[config.mk]
export PLATFORM = sky130hd
export DESIGN_NAME = regfile_wb_arbiter
export DESIGN_NICKNAME = d
export VERILOG_FILES = /design/src/rtl/rf_pkg.sv /design/src/rtl/rf_wb_grant.sv /design/src/rtl/regfile_wb_arbiter.sv
export SDC_FILE = /design/constraint.sdc
export NUM_CORES = 1
export LEC_CHECK = 0
export ABC_CLOCK_PERIOD_IN_PS = 2500
export CORE_MARGIN = 5
export CORE_UTILIZATION = 35
export CTS_CLUSTER_DIAMETER = 200
export DETAILED_ROUTE_END_ITERATION = 7
export HOLD_SLACK_MARGIN = 0.15
export PLACE_DENSITY = 0.72
export SYNTH_ARGS = -nofsm -noshare
export SYNTH_HDL_FRONTEND = slang
export SYNTH_SLANG_ARGS = --single-unit
[constraint.sdc]
create_clock -name clk -period 2.5 [get_ports clk]
set_clock_uncertainty 0.2 [all_clocks]
set_input_delay 0.625 -clock clk [delete_from_list [all_inputs] [get_ports clk]]
set_output_delay 0.625 -clock clk [all_outputs]
set_load 0.05 [all_outputs]
[src/rtl/rf_pkg.sv]
// rf_pkg: constants, FSM state type and pointer-width helper shared by the
// register file writeback arbiter and its grant logic.
package rf_pkg;
    localparam int ADDR_W   = 5;
    localparam int DATA_W   = 32;
    localparam int NUM_REGS = 2 ** ADDR_W;
    localparam int ZERO_REG = 0;

    typedef enum logic {INIT, RUN} state_t;

    function automatic int ptr_w(input int n);
        return (n > 1) ? $clog2(n) : 1;
    endfunction
endpackage

[src/rtl/rf_wb_grant.sv]
// rf_wb_grant: combinational one-hot writeback grant. Round-robin starting after rr_ptr
// when RF_WB_ROUND_ROBIN_EN is defined, otherwise fixed priority (lowest index wins).
module rf_wb_grant import rf_pkg::*; #(
    parameter int NUM_REQ = 2
) (
    input  logic [NUM_REQ-1:0]        valid,
`ifdef RF_WB_ROUND_ROBIN_EN
    input  logic [ptr_w(NUM_REQ)-1:0] rr_ptr,
`endif
    output logic [NUM_REQ-1:0]        grant
);
`ifdef RF_WB_ROUND_ROBIN_EN
    always_comb begin
        grant = '0;
        // farthest candidate first, so the nearest valid index after rr_ptr overwrites it
        for (int k = NUM_REQ; k >= 1; k--) begin
            if (valid[(int'(rr_ptr) + k) % NUM_REQ])
                grant = NUM_REQ'(1) << ((int'(rr_ptr) + k) % NUM_REQ);
        end
    end
`else
    assign grant = valid & (~valid + NUM_REQ'(1));
`endif
endmodule

[src/rtl/regfile_wb_arbiter.sv]
// regfile_wb_arbiter: zero-fills the register file after reset, then shares its write port
// among NUM_REQ requesters. Define RF_WB_ROUND_ROBIN_EN for round-robin arbitration.
module regfile_wb_arbiter #(
    parameter int NUM_REQ  = 2,
    parameter int ADDR_W   = rf_pkg::ADDR_W,
    parameter int DATA_W   = rf_pkg::DATA_W,
    parameter int NUM_REGS = rf_pkg::NUM_REGS
) (
    input  logic                      clk,
    input  logic                      reset,
    input  logic [NUM_REQ-1:0]        req_valid,
    output logic [NUM_REQ-1:0]        req_ready,
    input  logic [NUM_REQ*ADDR_W-1:0] req_addr,
    input  logic [NUM_REQ*DATA_W-1:0] req_data,
    output logic                      rf_we,
    output logic [ADDR_W-1:0]         rf_wb_addr,
    output logic [DATA_W-1:0]         rf_wb_data,
    output logic                      init_done
);
    import rf_pkg::*;

    state_t             state, state_next;
    logic [ADDR_W:0]    init_cnt;
    logic [NUM_REQ-1:0] grant;
    logic [ADDR_W-1:0]  sel_addr;
    logic [DATA_W-1:0]  sel_data;
    logic               xfer, last_init;

`ifdef RF_WB_ROUND_ROBIN_EN
    localparam int PTR_W = ptr_w(NUM_REQ);
    logic [PTR_W-1:0] rr_ptr, sel_idx;

    rf_wb_grant #(.NUM_REQ(NUM_REQ)) u_grant (.valid(req_valid), .rr_ptr(rr_ptr), .grant(grant));
`else
    rf_wb_grant #(.NUM_REQ(NUM_REQ)) u_grant (.valid(req_valid), .grant(grant));
`endif

    assign req_ready  = (state == RUN) ? grant : '0;
    assign xfer       = |req_ready;
    assign last_init  = init_cnt == (ADDR_W+1)'(NUM_REGS - 1);
    assign state_next = (state == INIT && last_init) ? RUN : state;

    always_comb begin
        sel_addr = '0;
        sel_data = '0;
`ifdef RF_WB_ROUND_ROBIN_EN
        sel_idx = '0;
`endif
        for (int i = 0; i < NUM_REQ; i++) begin
            if (grant[i]) begin
                sel_addr = req_addr[i*ADDR_W +: ADDR_W];
                sel_data = req_data[i*DATA_W +: DATA_W];
`ifdef RF_WB_ROUND_ROBIN_EN
                sel_idx = PTR_W'(i);
`endif
            end
        end
    end

    always_ff @(posedge clk or negedge reset) begin
        if (!reset) state <= INIT;
        else        state <= state_next;
    end

    always_ff @(posedge clk or negedge reset) begin
        if (!reset) begin
            init_cnt   <= '0;
            rf_we      <= 1'b0;
            rf_wb_addr <= '0;
            rf_wb_data <= '0;
            init_done  <= 1'b0;
        end else if (state == INIT) begin
            init_cnt   <= init_cnt + 1'b1;
            rf_we      <= 1'b1;
            rf_wb_addr <= init_cnt[ADDR_W-1:0];
            rf_wb_data <= '0;
            init_done  <= last_init;
        end else begin
            // x0 is hardwired zero: the handshake completes but the write is dropped
            rf_we <= xfer && sel_addr != ADDR_W'(ZERO_REG);
            if (xfer) begin
                rf_wb_addr <= sel_addr;
                rf_wb_data <= sel_data;
            end
        end
    end

`ifdef RF_WB_ROUND_ROBIN_EN
    always_ff @(posedge clk or negedge reset) begin
        if (!reset)    rr_ptr <= PTR_W'(NUM_REQ - 1);
        else if (xfer) rr_ptr <= sel_idx;
    end
`endif
endmodule

==> flow_summary_export.csv, run 1 <==
group,metric,value,unit
global_routing,gr-usage-all-layers,0.154,
clock_network,cts_made_buffers,5,
logic_synthesis,ys_types,30,
logic_synthesis,synth_most_common_cell,"dfrtp_1",
logic_synthesis,synth_top_area_frac,0.493,
logic_synthesis,synthTopCellsByArea,"dfrtp_1 49%, mux2i_1 14%, o211a_1 14%",
critical_path,startpoint_type,"input port",
placement,dp_hpwl,4680,microns
clock_network,postCtsSetupRepairBufs,0,
final_layout,fin_area,3730,sq um
clock_network,holdBufCountCts,1,
timing,setup_viol_count_final,0,
logic_synthesis,synthFlopType,"dfrtp_1",
routing,drt-total-wl,6530,microns
routing,wl_per_cell,16.3,microns
final_layout,finalNetCount,401,
floorplan,io_pins,119,
floorplan,die_area,8410,sq um
timing,worst_pin_slew,0.540,ns
timing,max_freq,417,MHz
timing,tns,0,ns
pwr,power.total,0.00201,W
timing,min_period,2.40,ns
timing,post-route-period-util,0.958,
placement,post_dp_cell_area,3610,sq um
floorplan,coreArea,6420,sq um
worst_hold_path,hold_class,"reg2reg",
final_layout,fillers,561,
clock_network,cts.htree.levels,2,
logic_synthesis,seq_area_frac_synth,0.493,
logic_synthesis,synth_common_cells,"46 x dfrtp_1, 34 x nand2_1, 32 x mux2i_1, 32 x o211a_1, 9 x buf_2",
global_routing,grt_pass1_wl,10600,microns
clock_network,cts_resized,0,
timing,final_max_slew_viol_count,0,
flow_run,maxCapViolations,0,
clock_network,clk_latency,0.30,ns
final_layout,regArea,1150,sq um
timing,rsz0062_at_grt,"false",
timing,whs,0.276,ns
routing,drt-initial-drc-count,56,
clock_network,clk_pin_slew,0.08,ns
clock_network,cts_tree,"done",
timing,slew_headroom,0.639,
logic_synthesis,ys_warn_count,0,
critical_path,r2r_slack,0.75,ns
floorplan,die_h,91.7,microns
global_routing,grt_start_max_net_pins,71,
floorplan,rows,29,
clock_network,cts_sinks,46,
final_layout,fin_util,0.581,
routing,vias_per_cell,5.11,
final_layout,drive_gt1_frac,0.0743,
final_layout,syn2layout_area_growth,59.6,%
logic_synthesis,syn_area,2340,sq um
placement,gp_congestion,0.779,
logic_synthesis,syn_area_per_cell,11.2,sq um
routing,drc,0,
critical_path,cp.arrival,1.57,ns
final_layout,n_antenna_cell,0,
run_status,status,"finished clean",
critical_path,critPathRequiredTime,1.67,ns
logic_synthesis,synth-edff-count,0,
clock_network,clockBufferDepth,2,
timing,hold_viol,0,
floorplan,start_util,0.364,
placement,port_buffers,118,
critical_path,worstSetupPathType,"in2out",
routing,drt_pre_antenna_iters,4,
logic_synthesis,synth_seq_cells,46,
logic_synthesis,yosys.area.top_type,"dfrtp_1",
critical_path,critPathMaxFanout,3,
routing,vias,2045,
routing,ant_nets,0,
final_layout,multi_input_area,1070,sq um
global_routing,grt_pass1_vias,2175,
logic_synthesis,syn_nets,288,
pwr,leakage,1.68,nW
global_routing,grt-ovfl-total,0,
floorplan,fp.dieW,91.7,microns
clock_network,cts_root_buf,"clkbuf_8",
logic_synthesis,async_flop_share,1.00,
critical_path,crit_path_end_kind,"output port",
pwr,peakVddDrop,0.289,mV
logic_synthesis,synthCells,209,
global_routing,grt_antenna_before_repair,0,
pwr,powerDensity,538,nW/um^2
metrics by stage:
step,setup WS (ns),cells
after floorplan,0.160,209
after global placement,0.112,391
after detailed placement,0.0919,391
after CTS,0.0906,400
after global routing,0.0682,400
final,0.104,400
path summary, 6_finish.rpt:
path                       depth (start not counted)                         end               startpoint
min reg2reg                                        1     init_cnt[4]$_DFFE_PN0N_  init_cnt[4]$_DFFE_PN0N_
max reg2reg                                        4   rf_wb_addr[4]$_DFFE_PN0P_        state$_DFFE_PN0P_
min in group asynchronous                          2   rf_wb_data[4]$_DFFE_PN0P_                    reset
max in group asynchronous                          3  rf_wb_data[25]$_DFFE_PN0P_                    reset
max                                                4                req_ready[1]             req_valid[0]
min                                                1     init_cnt[4]$_DFFE_PN0N_  init_cnt[4]$_DFFE_PN0N_
final cells by class:
| type | count | share of cell area |
|---|---|---|
| timing repair buffer | 125 | 0.344 |
| tap | 77 | 0.0258 |
| sequential | 46 | 0.309 |
| clock buffer | 8 | 0.0295 |
| inverter | 5 | 0.00503 |
| multi-input combinational | 139 | 0.287 |
layout by cell type, fill, tap and decap left out, types with 2 or more instances in the layout:
cell type        count
o41ai_1              2
o22ai_1              4
o21ai_0              6
nor2b_1              5
clkbuf_8             8
xnor2_1              4
dfrtp_1             46
inv_2                2
nand4b_1             2
buf_12               5
inv_1                3
buf_4                3
clkdlybuf4s50_1    114
a211oi_1             4
buf_2                2
mux2i_1             32
o211a_1             32
nand2_1             34
kinds of logic after synthesis:
kind of cell | Yosys count | synth area share
AO/OA/AOI/OAI | 52 | 0.195
XOR/XNOR | 5 | 0.0187
adder cells (fa/ha/maj) | 1 | 0.00536
buffers and inverters | 24 | 0.0498
flip-flops | 46 | 0.493
multiplexers | 33 | 0.142
AND/OR/NAND/NOR | 48 | 0.0964
layer usage:
layer  wire, microns  global-route usage  up-vias  part of all wire
li1                -                   -      983                 -
met1            2890               0.193      969              0.44
met2            3080               0.255       86              0.47
met3             498              0.0475        7             0.076
met4              61              0.0495        0            0.0093
met5               0                   0        -                 0
sequential cells by signal, indices dropped and copies added, names as in the netlist:
register / flops
init_cnt: 6
init_done: 1
rf_wb_addr: 5
rf_wb_data: 32
rf_we: 1
state: 1
worst max-delay path: stages:
cell and delay (ns):
clkdlybuf4s50_1 0.52, inv_2 0.06, and3_1 0.20, buf_12 0.16
power by group:
part	leakage [nW]	switching, W	total [W]	internal, W
clock	0.0575	0.000248	0.000527	0.000279
sequential	0.525	0.0000309	0.000831	0.000800
combinational	1.10	0.000352	0.000648	0.000296
(Power assumes the default switching activity.)
==> run 2: changes to the inputs <==
Settings changed: GPL_ROUTABILITY_DRIVEN set to 0.
==> results of run 2 <==
No change in the layout: final DEF, timing and power equal those of run 1.
==> run 3: changes to the inputs <==
Settings changed: CORE_ASPECT_RATIO set to 0.9, CORE_UTILIZATION 35 to 43, PLACE_DENSITY 0.72 to 0.86.
==> run 3 against run 2 <==
Against the previous run:
- routed wire length down 4.9%
- largest power group unchanged
- cell area decreased by 0.84%
- non-clock buffer count stayed put
- cell count fell by 2.5%
==> flow_summary_export.csv, run 3 (same netlist as run 1, synthesis figures left out) <==
group,metric,value,unit
final_layout,layout_common_cells,"114 x clkdlybuf4s50_1, 46 x dfrtp_1, 34 x nand2_1, 32 x mux2i_1, 32 x o211a_1",
floorplan,rows,25,
global_routing,grt_pass1_vias,2096,
timing,hold_viol,0,
global_routing,grt_pass1_wl,9850,microns
placement,port_buffers,118,
run_status,status,"finished clean",
routing,drc,0,
placement,dp_hpwl,4650,microns
routing,drt-initial-drc-count,83,
timing,tns,0,ns
critical_path,startpoint_type,"input port",
pwr,peakVddDrop,0.286,mV
routing,wl_per_cell,15.9,microns
routing,vias_per_cell,5.18,
clock_network,postCtsSetupRepairBufs,0,
clock_network,clk_latency,0.29,ns
routing,drt_pre_antenna_iters,4,
final_layout,fillers,413,
clock_network,cts_root_buf,"clkbuf_8",
clock_network,clockBufferDepth,2,
global_routing,gr-usage-all-layers,0.179,
routing,drt-total-wl,6210,microns
timing,slew_headroom,0.586,
flow_run,maxCapViolations,0,
final_layout,top_regs,"rf_wb_data x32, init_cnt x6, rf_wb_addr x5",
critical_path,cpPeakStageDelay,0.51,ns
final_layout,syn2layout_area_growth,58.3,%
timing,setup_viol_count_final,0,
pwr,leakage,1.67,nW
final_layout,final_common_cell,"clkdlybuf4s50_1",
timing,max_freq,421,MHz
critical_path,path_depth,4,
global_routing,grt_start_max_net_pins,71,
clock_network,cts_made_buffers,5,
floorplan,die_h,79.9,microns
timing,post-route-period-util,0.950,
critical_path,worstSetupPathType,"in2out",
final_layout,drive_gt1_frac,0.0712,
floorplan,io_pins,119,
final_layout,multi_input_area,1070,sq um
final_layout,n_antenna_cell,0,
timing,rsz0062_at_grt,"false",
pwr,p_comb_frac,0.321,
critical_path,critPathMaxFanout,3,
critical_path,critPathRequiredTime,1.67,ns
final_layout,regMostFlops,"rf_wb_data",
worst_hold_path,hold_class,"in2async",
clock_network,cts.htree.levels,2,
critical_path,critical-path-top-delay-family,"buffers and inverters",
timing,min_period,2.37,ns
clock_network,cts_tree,"done",
floorplan,coreArea,5260,sq um
pwr,p_seq_frac,0.413,
final_layout,regArea,1150,sq um
timing,worst_pin_slew,0.621,ns
critical_path,reg2regPathDepth,4,
floorplan,die_area,7010,sq um
routing,vias,2020,
pwr,switching_power,0.000616,W
critical_path,cp.arrival,1.55,ns
pwr,clkPwrFrac,0.266,
pwr,p_sw_frac,0.307,
clock_network,clk_pin_slew,0.08,ns
clock_network,cts_sinks,46,
floorplan,start_util,0.445,
timing,final_max_slew_viol_count,0,
clock_network,cts_resized,0,
routing,ant_nets,0,
final_layout,largest_reg_flops,32,
pwr,powerDensity,544,nW/um^2
critical_path,path_cells,"clkdlybuf4s50_1 > inv_2 > and3_1 > buf_12",
pwr,power.total,0.00201,W
critical_path,worst-path-buf-inv,3,
critical_path,crit_path_top_delay_cell,"clkdlybuf4s50_1",
floorplan,fp.dieW,87.7,microns
final_layout,finalNetCount,401,
critical_path,crit_path_end_kind,"output port",
pwr,internal_power,0.00139,W
global_routing,grt_antenna_before_repair,0,
clock_network,holdBufCountCts,0,
global_routing,grt-ovfl-total,0,
-- run 3: cell count changes in the layout (fill, tap and decap cells not counted), sizes merged --
cell | before | now
buf | 10 | 11
bufinv | 0 | 1
clkbuf | 8 | 7
dlygate4sd3 | 1 | 0
-- run 3: worst paths after layout --
check | start | to | slack, ns
max | req_valid[0] | req_ready[1] | 0.13
min | reset | rf_wb_data[5]$_DFFE_PN0P_ | 0.13
max reg2reg | state$_DFFE_PN0P_ | init_cnt[5]$_DFFE_PN0N_ | 0.86
min reg2reg | init_cnt[4]$_DFFE_PN0N_ | init_cnt[4]$_DFFE_PN0N_ | 0.28
max in group asynchronous | reset | rf_wb_data[23]$_DFFE_PN0P_ | 1.43
min in group clk | init_cnt[4]$_DFFE_PN0N_ | init_cnt[4]$_DFFE_PN0N_ | 0.28
-- run 3: layout make-up --
type                    instances  area share
repair buffers                125       0.343
flip-flops and latches         46       0.311
multi-input cells             139       0.289
well taps                      67      0.0227
clock buffers                   7      0.0206
clock inverters                 1     0.00812
inverters                       5     0.00508
-- run 3: per-layer routing --
layer | track usage | part of all wire | wire (microns)
met4 | 0.0613 | 0.012 | 77
met3 | 0.0413 | 0.088 | 544
met1 | 0.230 | 0.42 | 2610
met5 | 0 | 0 | 0
met2 | 0.295 | 0.48 | 2980
-- run 3: power by group through the flow --
| stage | sequential, W | combinational [W] | clock [W] |
|---|---|---|---|
| 3_3_place_gp | 0.000843 | 0.000641 | 0 |
| 6_report | 0.000831 | 0.000645 | 0.000534 |
| 2_1_floorplan | 0.00105 | 0.000151 | 0 |
| 5_1_grt | 0.000839 | 0.000679 | 0.000574 |
| 3_5_place_dp | 0.000843 | 0.000650 | 0 |
| 4_1_cts | 0.000831 | 0.000651 | 0.000548 |
-- run 3: through the flow --
step / cell area [sq um] / hold slack [ns] / std cells / util / worst slack, ns
5_1_grt: 3700 / 0.187 / 390 / 0.704 / 0.0974
3_5_place_dp: 3590 / 0.263 / 382 / 0.683 / 0.117
3_3_place_gp: 3590 / 0.263 / 382 / 0.683 / 0.139
2_1_floorplan: 2340 / 0.129 / 209 / - / 0.160
6_report: 3700 / 0.132 / 390 / 0.704 / 0.125
4_1_cts: 3700 / 0.158 / 390 / 0.704 / 0.117
